`config.mk`:
```
export PLATFORM = sky130hd
export DESIGN_NAME = piso_serializer_tx
export DESIGN_NICKNAME = d
export VERILOG_FILES = /design/src/rtl/piso_pkg.sv /design/src/rtl/piso_hold_reg.sv /design/src/rtl/piso_serializer_tx.sv
export SDC_FILE = /design/constraint.sdc
export NUM_CORES = 1
export LEC_CHECK = 0
export ABC_AREA = 1
export CORE_ASPECT_RATIO = 1.5
export CORE_MARGIN = 2
export CORE_UTILIZATION = 45
export DETAILED_ROUTE_END_ITERATION = 6
export GPL_TIMING_DRIVEN = 0
export PLACE_DENSITY_LB_ADDON = 0.3
export SETUP_SLACK_MARGIN = 0.4
export SYNTH_ARGS = -nofsm -noshare
export SYNTH_HDL_FRONTEND = slang
export SYNTH_SLANG_ARGS = --single-unit
```
`constraint.sdc`:
```
create_clock -name clk -period 1.3 [get_ports clk]
set_clock_uncertainty 0.2 [all_clocks]
set_input_delay 0.39 -clock clk [delete_from_list [all_inputs] [get_ports clk]]
set_output_delay 0.39 -clock clk [all_outputs]
set_load 0.02 [all_outputs]
```
`src/rtl/piso_pkg.sv`:
```
// piso_pkg: shared types and constants for the PISO serializer
package piso_pkg;
  typedef enum logic {IDLE, SHIFT} state_t;
  localparam bit LSB_FIRST_ORDER = 1'b0;
  localparam bit MSB_FIRST_ORDER = 1'b1;
  function automatic int cnt_w(input int n);
    return (n < 2) ? 1 : $clog2(n);
  endfunction
endpackage

```
`src/rtl/piso_hold_reg.sv`:
```
// piso_hold_reg: one-entry holding buffer with load, drain and full flag
module piso_hold_reg #(
  parameter int N = 6
) (
  input  logic         clk,
  input  logic         reset,
  input  logic         load,
  input  logic         drain,
  input  logic [N-1:0] d,
  output logic [N-1:0] q,
  output logic         full
);
  // capture a word on load, release the slot on drain
  always_ff @(posedge clk or negedge reset)
    if (!reset) begin
      q    <= '0;
      full <= 1'b0;
    end else if (load) begin
      q    <= d;
      full <= 1'b1;
    end else if (drain) begin
      full <= 1'b0;
    end
endmodule

```
`src/rtl/piso_serializer_tx.sv`:
```
// piso_serializer_tx: parallel-in serial-out transmitter with one-word holding buffer
module piso_serializer_tx
  import piso_pkg::*;
#(
  parameter int N         = 6,
  parameter bit MSB_FIRST = MSB_FIRST_ORDER
) (
  input  logic         clk,
  input  logic         reset,
  input  logic [N-1:0] pi_data,
  input  logic         pi_valid,
  output logic         pi_ready,
  output logic         so,
  output logic         so_valid,
  output logic         so_last,
  output logic         busy
);
  localparam int CNT_W = cnt_w(N);
  localparam logic [CNT_W-1:0] LAST = CNT_W'(N - 1);
  state_t           state, state_n;
  logic [N-1:0]     shreg, shreg_n, shifted, hold_q;
  logic [CNT_W-1:0] cnt, cnt_n;
  logic             hold_full, hold_load, hold_drain, accept, at_last;
  piso_hold_reg #(.N(N)) u_hold (
    .clk   (clk),
    .reset (reset),
    .load  (hold_load),
    .drain (hold_drain),
    .d     (pi_data),
    .q     (hold_q),
    .full  (hold_full)
  );
  assign pi_ready = !hold_full;
  assign accept   = pi_valid && pi_ready;
  assign at_last  = (state == SHIFT) && (cnt == LAST);
  assign shifted  = MSB_FIRST ? {shreg[N-2:0], 1'b0} : {1'b0, shreg[N-1:1]};
  assign so_valid = (state == SHIFT);
  assign so_last  = at_last;
  assign so       = so_valid && (MSB_FIRST ? shreg[N-1] : shreg[0]);
  assign busy     = (state == SHIFT) || hold_full;
  // state, shift register and bit counter
  always_ff @(posedge clk or negedge reset)
    if (!reset) begin
      state <= IDLE;
      shreg <= '0;
      cnt   <= '0;
    end else begin
      state <= state_n;
      shreg <= shreg_n;
      cnt   <= cnt_n;
    end
  // next state: load, shift, or at the last bit chain into held/bypassed word
  always_comb begin
    state_n    = state;
    shreg_n    = shreg;
    cnt_n      = cnt;
    hold_load  = 1'b0;
    hold_drain = 1'b0;
    if (state == IDLE) begin
      if (accept) begin
        shreg_n = pi_data;
        cnt_n   = '0;
        state_n = SHIFT;
      end
    end else if (at_last) begin
      cnt_n = '0;
      if (hold_full) begin
        shreg_n    = hold_q;
        hold_drain = 1'b1;
      end else if (accept) begin
        shreg_n = pi_data;
      end else begin
        shreg_n = shifted;
        state_n = IDLE;
      end
    end else begin
      shreg_n   = shifted;
      cnt_n     = cnt + 1'b1;
      hold_load = accept;
    end
  end
endmodule
```
=== Word-level counts from Yosys, hierarchy flattened ===
Index checks and enable logic that the tools add are counted.

* Output and inout bits: 5
* Input port bits: 9
* Word-level logic and storage cells: 33
* Register bits after elaboration: 17

* Add/subtract/negate cells: 1
* Mux-type cells: 19
* Eq/ne operators: 1
* Reduce and logical (&&, ||, !) cells: 7

{| class="wikitable"
|+ Operators by type and width
! kind !! count
|-
| 6-bit 2-to-1 mux || 5
|-
| 1-bit 2-to-1 mux || 11
|-
| 3-bit 2-to-1 mux || 3
|-
| 2-bit nonzero test || 2
|-
| 3-bit by 1-bit adder with 3-bit output (second input constant) || 1
|-
| 3-bit equality test (second input constant) || 1
|-
| 1-bit logical AND || 3
|-
| 1-bit zero test || 1
|-
| 1-bit logical OR || 1
|}

=== Depth between registers and ports, before layout ===
* Depth in word-level cells: 6
* Gate-level depth with buffers: 8
* Gate-level depth less buffers: 8

=== Modules after synthesis ===
Synthesis repeated with hierarchy kept, for this count alone.

* Cells, all modules: 131
* Area total of the unflattened synthesis: 1,043.5 µm²

{| class="wikitable"
|+ By module, submodules not included
! module !! sequential area each (µm²) !! cells an instance !! area each (µm²) !! times used
|-
| piso_serializer_tx || 250.2 || 102 || 785.8 || 1
|-
| piso_hold_reg || 175.2 || 29 || 257.7 || 1
|}

=== Least setup slack after synthesis ===
No wires, ideal clock.

* Kind: register -> output
* Start: register state, in the netlist so_valid
* End: output so_last
* Cell stages (with the launch flop): 4
* Slack: -0.213 ns
* Buffers on the path: 1
* Arrival: 0.923 ns
* Required time: 0.710 ns
* Cells stage by stage: dfrtp_1 buf_6 nand3_2 inv_2

* Cells in the longest elaborated chain, start to end: 1

{| class="wikitable"
|+ Ends and longest elaborated chain
! what !! RTL line !! RTL
|-
| start: declaration || piso_serializer_tx.sv:20 || <nowiki>state_t state, state_n;</nowiki>
|-
| start signal: assignment || piso_serializer_tx.sv:48 || <nowiki>state <= state_n;</nowiki>
|-
| 1-bit logical AND || piso_serializer_tx.sv:35 || <nowiki>assign at_last = (state == SHIFT) && (cnt == LAST);</nowiki>
|-
| end: declaration || piso_serializer_tx.sv:15 || <nowiki>output logic so_last,</nowiki>
|}

No other way between the ends.

=== Worst setup path after layout ===
* Start: register cnt[1]
* End: output so_last

* Cells in the longest elaborated chain, start to end: 2

{| class="wikitable"
|+ Ends and longest elaborated chain
! what !! RTL line !! RTL
|-
| start: declaration || piso_serializer_tx.sv:22 || <nowiki>logic [CNT_W-1:0] cnt, cnt_n;</nowiki>
|-
| start signal: assignment || piso_serializer_tx.sv:50 || <nowiki>cnt <= cnt_n;</nowiki>
|-
| 3-bit equality test || piso_serializer_tx.sv:35 ||
|-
| 1-bit logical AND || piso_serializer_tx.sv:35 ||
|}

No other way between the ends.

==> impl_metrics.json <==
{
  "hold_path_class": "in -> async",
  "synthTopCellsByArea": "dfrtp_1 (38%), nand2_1 (17%), nand3_2 (4.5%)",
  "antenna_found_initial": 0,
  "crit_path_start_kind": "register",
  "worst-r2r-setup-slack_ns": -0.40,
  "slew_violations": 0,
  "maxCapViolations": 0,
  "yosysSeqAreaShare": 0.382,
  "track_usage": 0.217,
  "violations": "negative hold slack, negative setup slack",
  "cts_tree": "done",
  "grt_pass1_wl_mm": 4.56,
  "final_hold_viol_count": 17,
  "power_mw": 4.39,
  "coreArea_um2": 2390,
  "drt_iter0_markers": 28,
  "area_growth_syn_to_layout_pct": 54.7,
  "nets": 191,
  "tns_ns": -7.56,
  "syn_area_um2": 1110,
  "slew_headroom": 0.694,
  "period_share": 1.38,
  "cts_root_buf": "clkbuf_4",
  "synth_edf_count": 0,
  "yosysUniqueCellTypes": 25,
  "cp_data_arrival_time_ns": 1.20,
  "initial_utilization": 0.465,
  "htree_levels": 1,
  "die_w_um": 44.6,
  "postRouteAntennaNets": 0,
  "synth_top_area_frac": 0.382,
  "dr.pass1.iters": 4,
  "syn-num-nets": 145,
  "syn_inst": 134,
  "num_antenna_cells": 0,
  "path_class": "reg -> out",
  "power_leakage_nw": 0.865,
  "synth_top_cell_by_area": "dfrtp_1",
  "synth_top_flop_cell": "dfrtp_1",
  "drive_gt1_frac": 0.475,
  "wl_mm": 2.92,
  "gp_congestion": 0.782,
  "ios": 14,
  "reg2reg_from": "cnt[0]",
  "dpl.hpwl_mm": 1.66,
  "reg2reg_to": "u_hold.q[4]",
  "rsz0062_at_grt": "true",
  "drc": 0,
  "worst_ep_required_time_ns": 0.71,
  "grt-ovfl-total": 0,
  "ys_ff_latch": 17,
  "path_clk_slew_ns": 0.12,
  "final_cell_mix": "nand2_1 (45), dfrtp_1 (16), buf_4 (16)",
  "die_area_um2": 2900,
  "clockBufferDepth": 2,
  "avgSynthCellArea_um2": 8.31,
  "vias": 1027,
  "placed_cell_area_um2": 1320,
  "fin_area_um2": 1720,
  "die_h_um": 64.9,
  "end_kind": "output port",
  "dp_slack_ns": -0.735,
  "irDropWorstVdd_v": 0.00154,
  "via_per_inst": 5.06,
  "clock-sinks": 17,
  "async_flop_share": 1.00,
  "worst_slack_ns": -0.495,
  "fmax_ghz": 0.557,
  "worstMarginPinSlew_ns": 0.458,
  "ys_warn_count": 0,
  "cp_max_fo": 2,
  "clk_latency_ns": 0.32,
  "outcome": "finished with violations",
  "first_global_vias": 1008,
  "rows": 22,
  "cts_inserted_buffers": 3,
  "layout_commonest_cell": "nand2_1",
  "wire_per_inst_um": 14.4,
  "port_buffers": 12,
  "reg2regPathDepth": 9,
  "grt_max_degree": 18,
  "period_needed_ns": 1.79,
  "fin_hold_ws_ns": -0.115,
  "final-setup-viol-count": 22,
  "cellPowerDensity_nw_per_um2": 2550
}
[cells in the mapped netlist, types with 2 or more instances]
| library cell | n |
|---|---|
| nand2_1 | 49 |
| dfrtp_1 | 17 |
| nand3_1 | 9 |
| inv_1 | 8 |
| inv_2 | 8 |
| nand2_2 | 6 |
| nand3_2 | 5 |
| nand3b_1 | 4 |
| nor2_1 | 4 |
| buf_6 | 3 |
| ha_1 | 2 |
| nand2_8 | 2 |
| nor2_4 | 2 |
| nor2_8 | 2 |
| o21ai_1 | 2 |
| o21ai_2 | 2 |
[flip-flops by register name, indices dropped and copies added, names as in the netlist]
name,count
shreg,6
u_hold.q,6
cnt,3
so_valid,1
u_hold.full,1
[worst max-delay path by stage]
| stage | from | end | cells after the start |
|---|---|---|---|
| floorplan | so_valid | so_last | 3 |
| global placement | cnt[1] | so_last | 5 |
| detailed placement | cnt[1] | so_last | 5 |
| CTS | cnt[1] | so_last | 5 |
| global route | cnt[1] | so_last | 5 |
| finish | cnt[1] | so_last | 5 |
[repair_timing]
| action | in CTS | in global routing |
|---|---|---|
| pin swaps | 2 | 7 |
| gates resized for setup | 45 | 21 |
| setup endpoints to repair | 39 | 22 |
| gates cloned | 1 | 0 |
| hold endpoints to repair | 17 | 17 |
| buffers inserted | 12 | 16 |
[critical path: stages, from the launching register on]
cell	delay (ns)
dfrtp_1	0.40
inv_2	0.07
ha_4	0.14
nand3_4	0.08
inv_4	0.07
buf_6	0.11
[cells by family after synthesis]
logic type                 after synthesis  share of synthesized area
AOI/OAI and AO/OA                        8                     0.0483
buffers and inverters                   21                      0.107
and+or+nand+nor                         85                      0.433
xor gates and xnor gates                 1                    0.00787
adders and majority gates                2                     0.0225
DFF                                     17                      0.382
[per-layer routing]
| layer | vias to the layer above | track usage | routed length (um) | share of wire |
|---|---|---|---|---|
| li1 | 509 | - | - | - |
| met4 | 0 | 0.121 | 82 | 0.028 |
| met2 | 24 | 0.373 | 1660 | 0.57 |
| met3 | 7 | 0.0195 | 77 | 0.026 |
| met5 | - | 0 | 0 | 0 |
| met1 | 487 | 0.251 | 1100 | 0.38 |
[layout make-up]
type | instances | area, um2
Sequential cell | 17 | 427
Clock buffer | 3 | 22.5
Inverter | 18 | 105
Buffer | 3 | 55.1
Fill cell | 167 | 672
Timing Repair Buffer | 41 | 427
Clock inverter | 1 | 5.00
Multi-Input combinational cell | 96 | 652
Tap cell | 24 | 30.0
[report_power, final]
group / internal, mW / switching (mW) / total, mW
combinational: 1.62 / 1.45 / 3.07
sequential: 0.783 / 0.222 / 1.01
clock: 0.115 / 0.197 / 0.312
total: 2.52 / 1.87 / 4.39
[stage by stage]
stage / std cells / utilization
final: 203 / 0.719
after CTS: 187 / 0.633
after global routing: 203 / 0.719
after detailed placement: 170 / 0.550
after floorplan: 134 / -
after global placement: 170 / 0.550
No activity file was read; power rests on OpenSTA's default activity.
